==> src/rtl/subtractor_pkg.sv <==
// Shared constants and FSM encoding for the bit-serial subtractor.
package subtractor_pkg;

  localparam int WIDTH_DEFAULT = 4;

  typedef enum logic {
    IDLE = 1'b0,
    RUN  = 1'b1
  } state_t;

endpackage : subtractor_pkg

==> src/rtl/subtractor_serial_subbit.sv <==
// One-bit full-subtractor cell: diff = a - b - bin, bout set when a borrow is needed.
module subbit (
  input  logic a,
  input  logic b,
  input  logic bin,
  output logic diff,
  output logic bout
);

  // Purely combinational difference and borrow-out
  always_comb begin
    diff = a ^ b ^ bin;
    bout = (~a & b) | (~(a ^ b) & bin);
  end

endmodule : subbit

==> src/rtl/subtractor_serial.sv <==
// Bit-serial subtractor: one bit per clock, LSB first, through a single
// full-subtractor cell with the borrow carried in a flop between bits.
module subtractor_serial
  import subtractor_pkg::*;
#(
  parameter int WIDTH = WIDTH_DEFAULT
) (
  input  logic             clk,
  input  logic             rst_n,
  input  logic             start,
  input  logic [WIDTH-1:0] r1,
  input  logic [WIDTH-1:0] r2,
  input  logic             bi,
  output logic             busy,
  output logic             done,
  output logic [WIDTH-1:0] result,
  output logic             borrow
);

  localparam int              CNT_W = $clog2(WIDTH);
  localparam int              SH_W  = WIDTH - 1;
  localparam logic [CNT_W-1:0] LAST = CNT_W'(WIDTH - 1);

  state_t           state_q;
  logic [WIDTH-1:0] a_q;
  logic [WIDTH-1:0] b_q;
  logic             brw_q;
  logic [SH_W-1:0]  sh_q;
  logic [SH_W-1:0]  sh_d;
  logic [CNT_W-1:0] cnt_q;
  logic [WIDTH-1:0] result_q;
  logic             borrow_q;
  logic             done_q;
  logic             cell_diff;
  logic             cell_bout;

  // The operand shift registers present their LSB to the single cell each cycle
  subbit u_bit (
    .a   (a_q[0]),
    .b   (b_q[0]),
    .bin (brw_q),
    .diff(cell_diff),
    .bout(cell_bout)
  );

  // Difference bits enter at the top so that after WIDTH-1 bits the
  // register holds bits 0..WIDTH-2 in place; the final bit joins at the MSB.
  always_comb begin
    sh_d = SH_W'({cell_diff, sh_q} >> 1);
  end

  // FSM plus datapath: accept in IDLE, shift one bit per edge in RUN,
  // publish result/borrow and pulse done on the last bit.
  always_ff @(posedge clk or negedge rst_n) begin
    if (!rst_n) begin
      state_q  <= IDLE;
      a_q      <= '0;
      b_q      <= '0;
      brw_q    <= 1'b0;
      sh_q     <= '0;
      cnt_q    <= '0;
      result_q <= '0;
      borrow_q <= 1'b0;
      done_q   <= 1'b0;
    end else begin
      done_q <= 1'b0;
      case (state_q)
        IDLE: begin
          if (start) begin
            a_q     <= r1;
            b_q     <= r2;
            brw_q   <= bi;
            cnt_q   <= '0;
            state_q <= RUN;
          end
        end
        RUN: begin
          a_q   <= a_q >> 1;
          b_q   <= b_q >> 1;
          brw_q <= cell_bout;
          sh_q  <= sh_d;
          cnt_q <= cnt_q + CNT_W'(1);
          if (cnt_q == LAST) begin
            state_q  <= IDLE;
            result_q <= {cell_diff, sh_q};
            borrow_q <= cell_bout;
            done_q   <= 1'b1;
          end
        end
        default: state_q <= IDLE;
      endcase
    end
  end

  assign busy   = (state_q == RUN);
  assign done   = done_q;
  assign result = result_q;
  assign borrow = borrow_q;

endmodule : subtractor_serial
==> config.mk <==
export PLATFORM = sky130hd
export DESIGN_NAME = subtractor_serial
export DESIGN_NICKNAME = d
export VERILOG_FILES = /design/src/rtl/subtractor_pkg.sv /design/src/rtl/subtractor_serial_subbit.sv /design/src/rtl/subtractor_serial.sv
export SDC_FILE = /design/constraint.sdc
export NUM_CORES = 1
export LEC_CHECK = 0
export ABC_AREA = 1
export BUFFER_PORTS_ARGS = -buffer_cell sky130_fd_sc_hd__buf_2
export CAP_MARGIN = 15
export CORE_MARGIN = 10
export CORE_UTILIZATION = 28
export DETAILED_ROUTE_END_ITERATION = 8
export SLEW_MARGIN = 20
export SYNTH_ARGS = -nofsm -noshare
export SYNTH_HDL_FRONTEND = slang
export SYNTH_SLANG_ARGS = --single-unit
export TNS_END_PERCENT = 50
==> constraint.sdc <==
create_clock -name clk -period 1.11 [get_ports clk]
set_clock_uncertainty 0.1 [all_clocks]
set_input_delay 0.333 -clock clk [delete_from_list [all_inputs] [get_ports clk]]
set_output_delay 0.333 -clock clk [all_outputs]
set_load 0.1 [all_outputs]
==> impl_metrics.toml, run 1 <==
[clock_tree]
clkSlewWorstSetupHoldPaths_ps = 110
cts_sinks = 21
clk_path_buf_depth = 2
cts_tree = "built"
clockRootBuffer = "clkbuf_4"
cts_htree_levels = 1
cts_buffers = 3
clkLatencyLatePin_ps = 300

[global_route]
grt_pass1_wl_mm = 3.29
antenna_found_initial = 0
grt_pass1_vias = 704
grt_max_degree = 22
grtUsageTotal_pct = 6.77
overflow = 0

[floorplan]
core-area_um2 = 3050
die_h_um = 76.3
die_w_um = 76.3
die_area_um2 = 5820
start_util_pct = 29.1
rows = 20
ios = 19

[synthesis]
seq_area_frac_synth_pct = 59.2
ys_types = 13
synthTopCellsByArea = "dfrtp_1, nand2_1, nand3_1, o21ai_0, inv_1"
ys_ff_latch = 21
synth_top_area_share_pct = 59.2
avgSynthCellArea_um2 = 9.44
syn-num-nets = 108
yosys_warnings = 0
yosysTopAreaCell = "dfrtp_1"
netlist_area_um2 = 887
synthCells = 94

[worst_setup_path]
cp.depth = 1
r2r_cells = 7
crit_fanout = 2
start_kind = "flip-flop"
critPathRequiredTime_ps = 680
slowest_stage = "dfrtp_4"
crit_chain = "buf_12"
crit_arrival_ps = 970
critical_path.top_delay_family = "flip-flops"
worst_path_largest_cell_delay_ps = 500
end_kind = "output pin"
path_class = "flip-flop to output pin"
critical_path_buf_inv_count = 1

[routing]
drc_errors = 0
vias_per_cell = 4.22
wire_per_inst_um = 11.5
dr.pass1.iters = 6
drt_iter0_markers = 58
wirelength_mm = 1.91
vias = 700
drtAntennaViolNets = 0

[cells_and_area]
drive_above_1_share_pct = 42.6
nNetsFinal = 137
fill_cells = 309
fin_area_um2 = 1300
antenna_cells = 0
multi_input_area_um2 = 369
seq_area_um2 = 536
area_delta_synth_final_pct = 46.5

[power]
p_leak_nw = 0.617
irDropWorstVdd_uv = 1020
p_total_mw = 4.25
power_density_nw_per_um2 = 3270

[timing]
rsz0062_at_grt = "true"
slew_viol_final = 0
setup_tns_ps = -4720
fmax_ghz = 0.713
fin_crit_ps = 1400
hold_violations = 0
layout_setup_ws_ps = -293
max_slew.worst_pin.slew_ps = 468
fin_crit_sh_pct = 126
max-slew-margin-rel_pct = 68.8
setup_viol_count_final = 28

[place]
routabilityCongestion = 0.751
post-dp-hpwl_mm = 1.39
placed_area_um2 = 1170
io_buffers = 18

[min_path]
hold_depth = 3
min_path_type = "input pin to flip-flop"

[run_status]
violations = "negative setup slack"
outcome = "finished, violations left"

[flow_run]
cap_violations = 0
-- power by group --
part           total [mW]  internal, mW  switching, mW  leakage [nW]
Clock               0.364         0.140          0.224        0.0150
Sequential           1.35          1.11          0.238         0.260
Combinational        2.54         0.991           1.55         0.341
Total                4.25          2.24           2.01         0.617
-- flip-flops by register name, summed over array words and instances (netlist names) --
signal,flops
done,1
brw_q,1
result,4
sh_q,3
busy,1
a_q,4
cnt_q,2
borrow,1
b_q,4
-- stage by stage --
stage,hold slack [ps],worst slack [ps],cells,util [%]
global route,154,-332,166,42.6
global placement,208,-106,157,38.4
finish,158,-293,166,42.6
floorplan,-62.6,-206,94,-
detailed placement,219,-153,157,38.4
CTS,157,-304,164,40.3
-- timing repair --
action,4_1_cts,5_1_grt
hold buffers,1,0
pin swaps,5,7
resized for setup,4,16
buffers inserted,1,1
endpoints found under the hold margin,21,0
endpoints found under the setup margin,23,28
cloned,1,1
-- placed cells by master, fill, tap and decap left out, types with 2 or more instances in the layout --
| cell | synthesis | layout |
|---|---|---|
| nand2_1 | 32 | 27 |
| nand3_1 | 16 | 16 |
| dfrtp_1 | 21 | 15 |
| buf_2 | 0 | 11 |
| buf_12 | 0 | 8 |
| nand2_2 | 1 | 5 |
| dfrtp_2 | 0 | 5 |
| inv_1 | 7 | 4 |
| o21ai_2 | 0 | 4 |
| buf_4 | 2 | 4 |
| inv_2 | 1 | 3 |
| clkbuf_4 | 0 | 3 |
| nand2_8 | 0 | 2 |
| nor2_4 | 1 | 2 |
| o21ai_1 | 0 | 2 |
| o21ai_0 | 8 | 2 |
-- Yosys cell counts, drive strengths merged --
cell type and n:
nand2 33, ha 1, dfrtp 21, fa 1, buf 4, inv 8, nand3 16, nor2 2
o21ai 8
-- cell families (layout without fill, tap and decap cells) --
| kind of cell | count (synthesis) | count (layout) | synth area share (%) |
|---|---|---|---|
| flip-flops | 21 | 21 | 59.2 |
| adder cells (fa/ha/maj) | 2 | 2 | 3.67 |
| AND/OR/NAND/NOR | 51 | 53 | 25.0 |
| AO/OA/AOI/OAI | 8 | 8 | 4.51 |
| buffers and inverters | 12 | 38 | 7.62 |
-- layer usage --
metal	up-vias	share of wire, %	GRT usage, %
li1	361	-	-
met1	319	47	8.26
met2	20	44	10.0
met3	0	8.6	4.13
met4	0	0	1.12
met5	-	0	0
-- layout make-up --
cell class / count / area share (%)
Sequential cell: 21 / 41.2
Multi-Input combinational cell: 63 / 28.4
Timing Repair Buffer: 26 / 21.7
Tap cell: 44 / 4.23
Inverter: 8 / 2.50
Clock buffer: 4 / 2.02
-- worst paths after layout --
| path | start | end | slack (ps) |
|---|---|---|---|
| worst max-delay path | busy$_DFF_PN0_ | busy | -290 |
| worst min-delay path | r1[3] | a_q[3]$_DFFE_PN0P_ | 160 |
| worst max register to register | busy$_DFF_PN0_ | result[3]$_DFFE_PN0P_ | -250 |
| worst min register to register | a_q[3]$_DFFE_PN0P_ | a_q[3]$_DFFE_PN0P_ | 380 |
| max in group asynchronous | rst_n | busy$_DFF_PN0_ | 140 |
| min in group asynchronous | rst_n | a_q[0]$_DFFE_PN0P_ | 410 |
Note: power is estimated with default switching activity, not from simulation.
==> run 2: changes to the inputs <==
- BUFFER_PORTS_ARGS: -buffer_cell sky130_fd_sc_hd__buf_2 -> -buffer_cell sky130_fd_sc_hd__clkbuf_2
==> run 2 against run 1 <==
Against the previous run:
- the run still ends with negative setup slack left
- die area unchanged
- cell count up 1.2%
- final area up 1.2%
- register-to-register slack about the same
- global-route usage up 0.076 points
- via count up 1.4%
- non-clock buffer count up 2
- first-iteration DRC count down 55%
- sequential cell count unchanged
- utilization up 0.49 points
- sequential share of layout area down 0.47 points
==> impl_metrics.toml, run 2 (same netlist as run 1, synthesis figures left out) <==
[place]
routabilityCongestion = 0.740
io_buffers = 18
placed_area_um2 = 1190
post-dp-hpwl_mm = 1.43

[cells_and_area]
final_util_pct = 43.1
antenna_cells = 0
nNetsFinal = 139
area_delta_synth_final_pct = 48.2
mostFrequentLayoutCells = "nand2_1, dfrtp_1, nand3_1"
drive_above_1_share_pct = 41.1
layout_commonest_cell = "nand2_1"
fin_area_um2 = 1320

[timing]
layout_setup_ws_ps = -302
slew_viol_final = 0
hold_ws_ps = 142
fmax_ghz = 0.708
rsz0062_at_grt = "true"
hold_violations = 0
fin_crit_ps = 1410
fin_crit_sh_pct = 127
setup_viol_count_final = 28
max_slew.worst_pin.slew_ps = 294
max-slew-margin-rel_pct = 80.4

[routing]
wirelength_mm = 2.03
dr.pass1.iters = 4
drtAntennaViolNets = 0
drc_errors = 0
wire_per_inst_um = 12.1
drt_iter0_markers = 26
vias_per_cell = 4.23
vias = 710

[worst_setup_path]
critical_path_buf_inv_count = 1
critical_path.top_delay_family = "flip-flops"
end_kind = "output pin"
crit_arrival_ps = 980
slowest_stage = "dfrtp_4"
crit_chain = "buf_12"
r2r_cells = 7
worst_path_largest_cell_delay_ps = 510
cp.depth = 1
path_class = "flip-flop to output pin"
start_kind = "flip-flop"
critPathRequiredTime_ps = 680
crit_fanout = 2

[global_route]
grtUsageTotal_pct = 6.84
grt_pass1_vias = 726
overflow = 0
grt_pass1_wl_mm = 3.32
antenna_found_initial = 0
grt_max_degree = 14

[clock_tree]
clk_path_buf_depth = 2
cts_buffers = 3
cts_tree = "built"
clkLatencyLatePin_ps = 300
cts_sinks = 21
clockRootBuffer = "clkbuf_4"
clkSlewWorstSetupHoldPaths_ps = 110
cts_htree_levels = 1

[flow_run]
cap_violations = 0

[floorplan]
start_util_pct = 29.1
rows = 20
core-area_um2 = 3050
die_h_um = 76.3
die_w_um = 76.3
die_area_um2 = 5820
ios = 19

[run_status]
outcome = "finished, violations left"
violations = "negative setup slack"

[power]
p_total_mw = 4.20
irDropWorstVdd_uv = 1130
power_density_nw_per_um2 = 3200
p_leak_nw = 0.638

[min_path]
hold_depth = 3
min_path_type = "input pin to flip-flop"
[run 2: final cells by class]
cell class                      count  area (µm²)
Tap cell                           44        55.1
Timing Repair Buffer               28         309
Multi-Input combinational cell     63         357
Clock buffer                        4        26.3
Inverter                            8        32.5
Fill cell                         311        1740
Sequential cell                    21         536
[run 2: through the flow]
stage / setup TNS, ps / setup slack, ps / instances
after floorplan: -3050 / -206 / 94
after global placement: -335 / -107 / 158
after global routing: -6120 / -334 / 168
final: -4930 / -302 / 168
after CTS: -3620 / -309 / 166
after detailed placement: -502 / -127 / 158
[run 2: power by group]
part	total, mW	internal, mW	switching [mW]
logic	2.49	0.977	1.51
registers	1.34	1.11	0.232
clock network	0.369	0.140	0.229
total	4.20	2.23	1.97
[run 2: repair_timing]
action,in CTS,in global routing
gates cloned,1,1
setup buffers,2,1
endpoints found under the setup margin,23,28
pin swaps,3,8
resized for setup,6,12
hold endpoints to repair,8,0
hold buffers,1,0
[run 2: per-layer routing]
metal / vias up / part of all wire, % / GRT usage (%)
li1: 362 / - / -
met1: 321 / 47 / 9.03
met2: 25 / 45 / 9.52
met3: 2 / 7.6 / 3.54
met4: 0 / 0.44 / 1.67
met5: - / 0 / 0
[run 2: worst paths after layout]
path	from	to	slack [ps]
worst max register to register	busy$_DFF_PN0_	result[3]$_DFFE_PN0P_	-240
worst min-delay path	r1[3]	a_q[3]$_DFFE_PN0P_	140
worst min register to register	a_q[3]$_DFFE_PN0P_	a_q[3]$_DFFE_PN0P_	390
max in group asynchronous	rst_n	busy$_DFF_PN0_	210
worst max-delay path	busy$_DFF_PN0_	busy	-300
min in group asynchronous	rst_n	cnt_q[0]$_DFFE_PN0P_	330
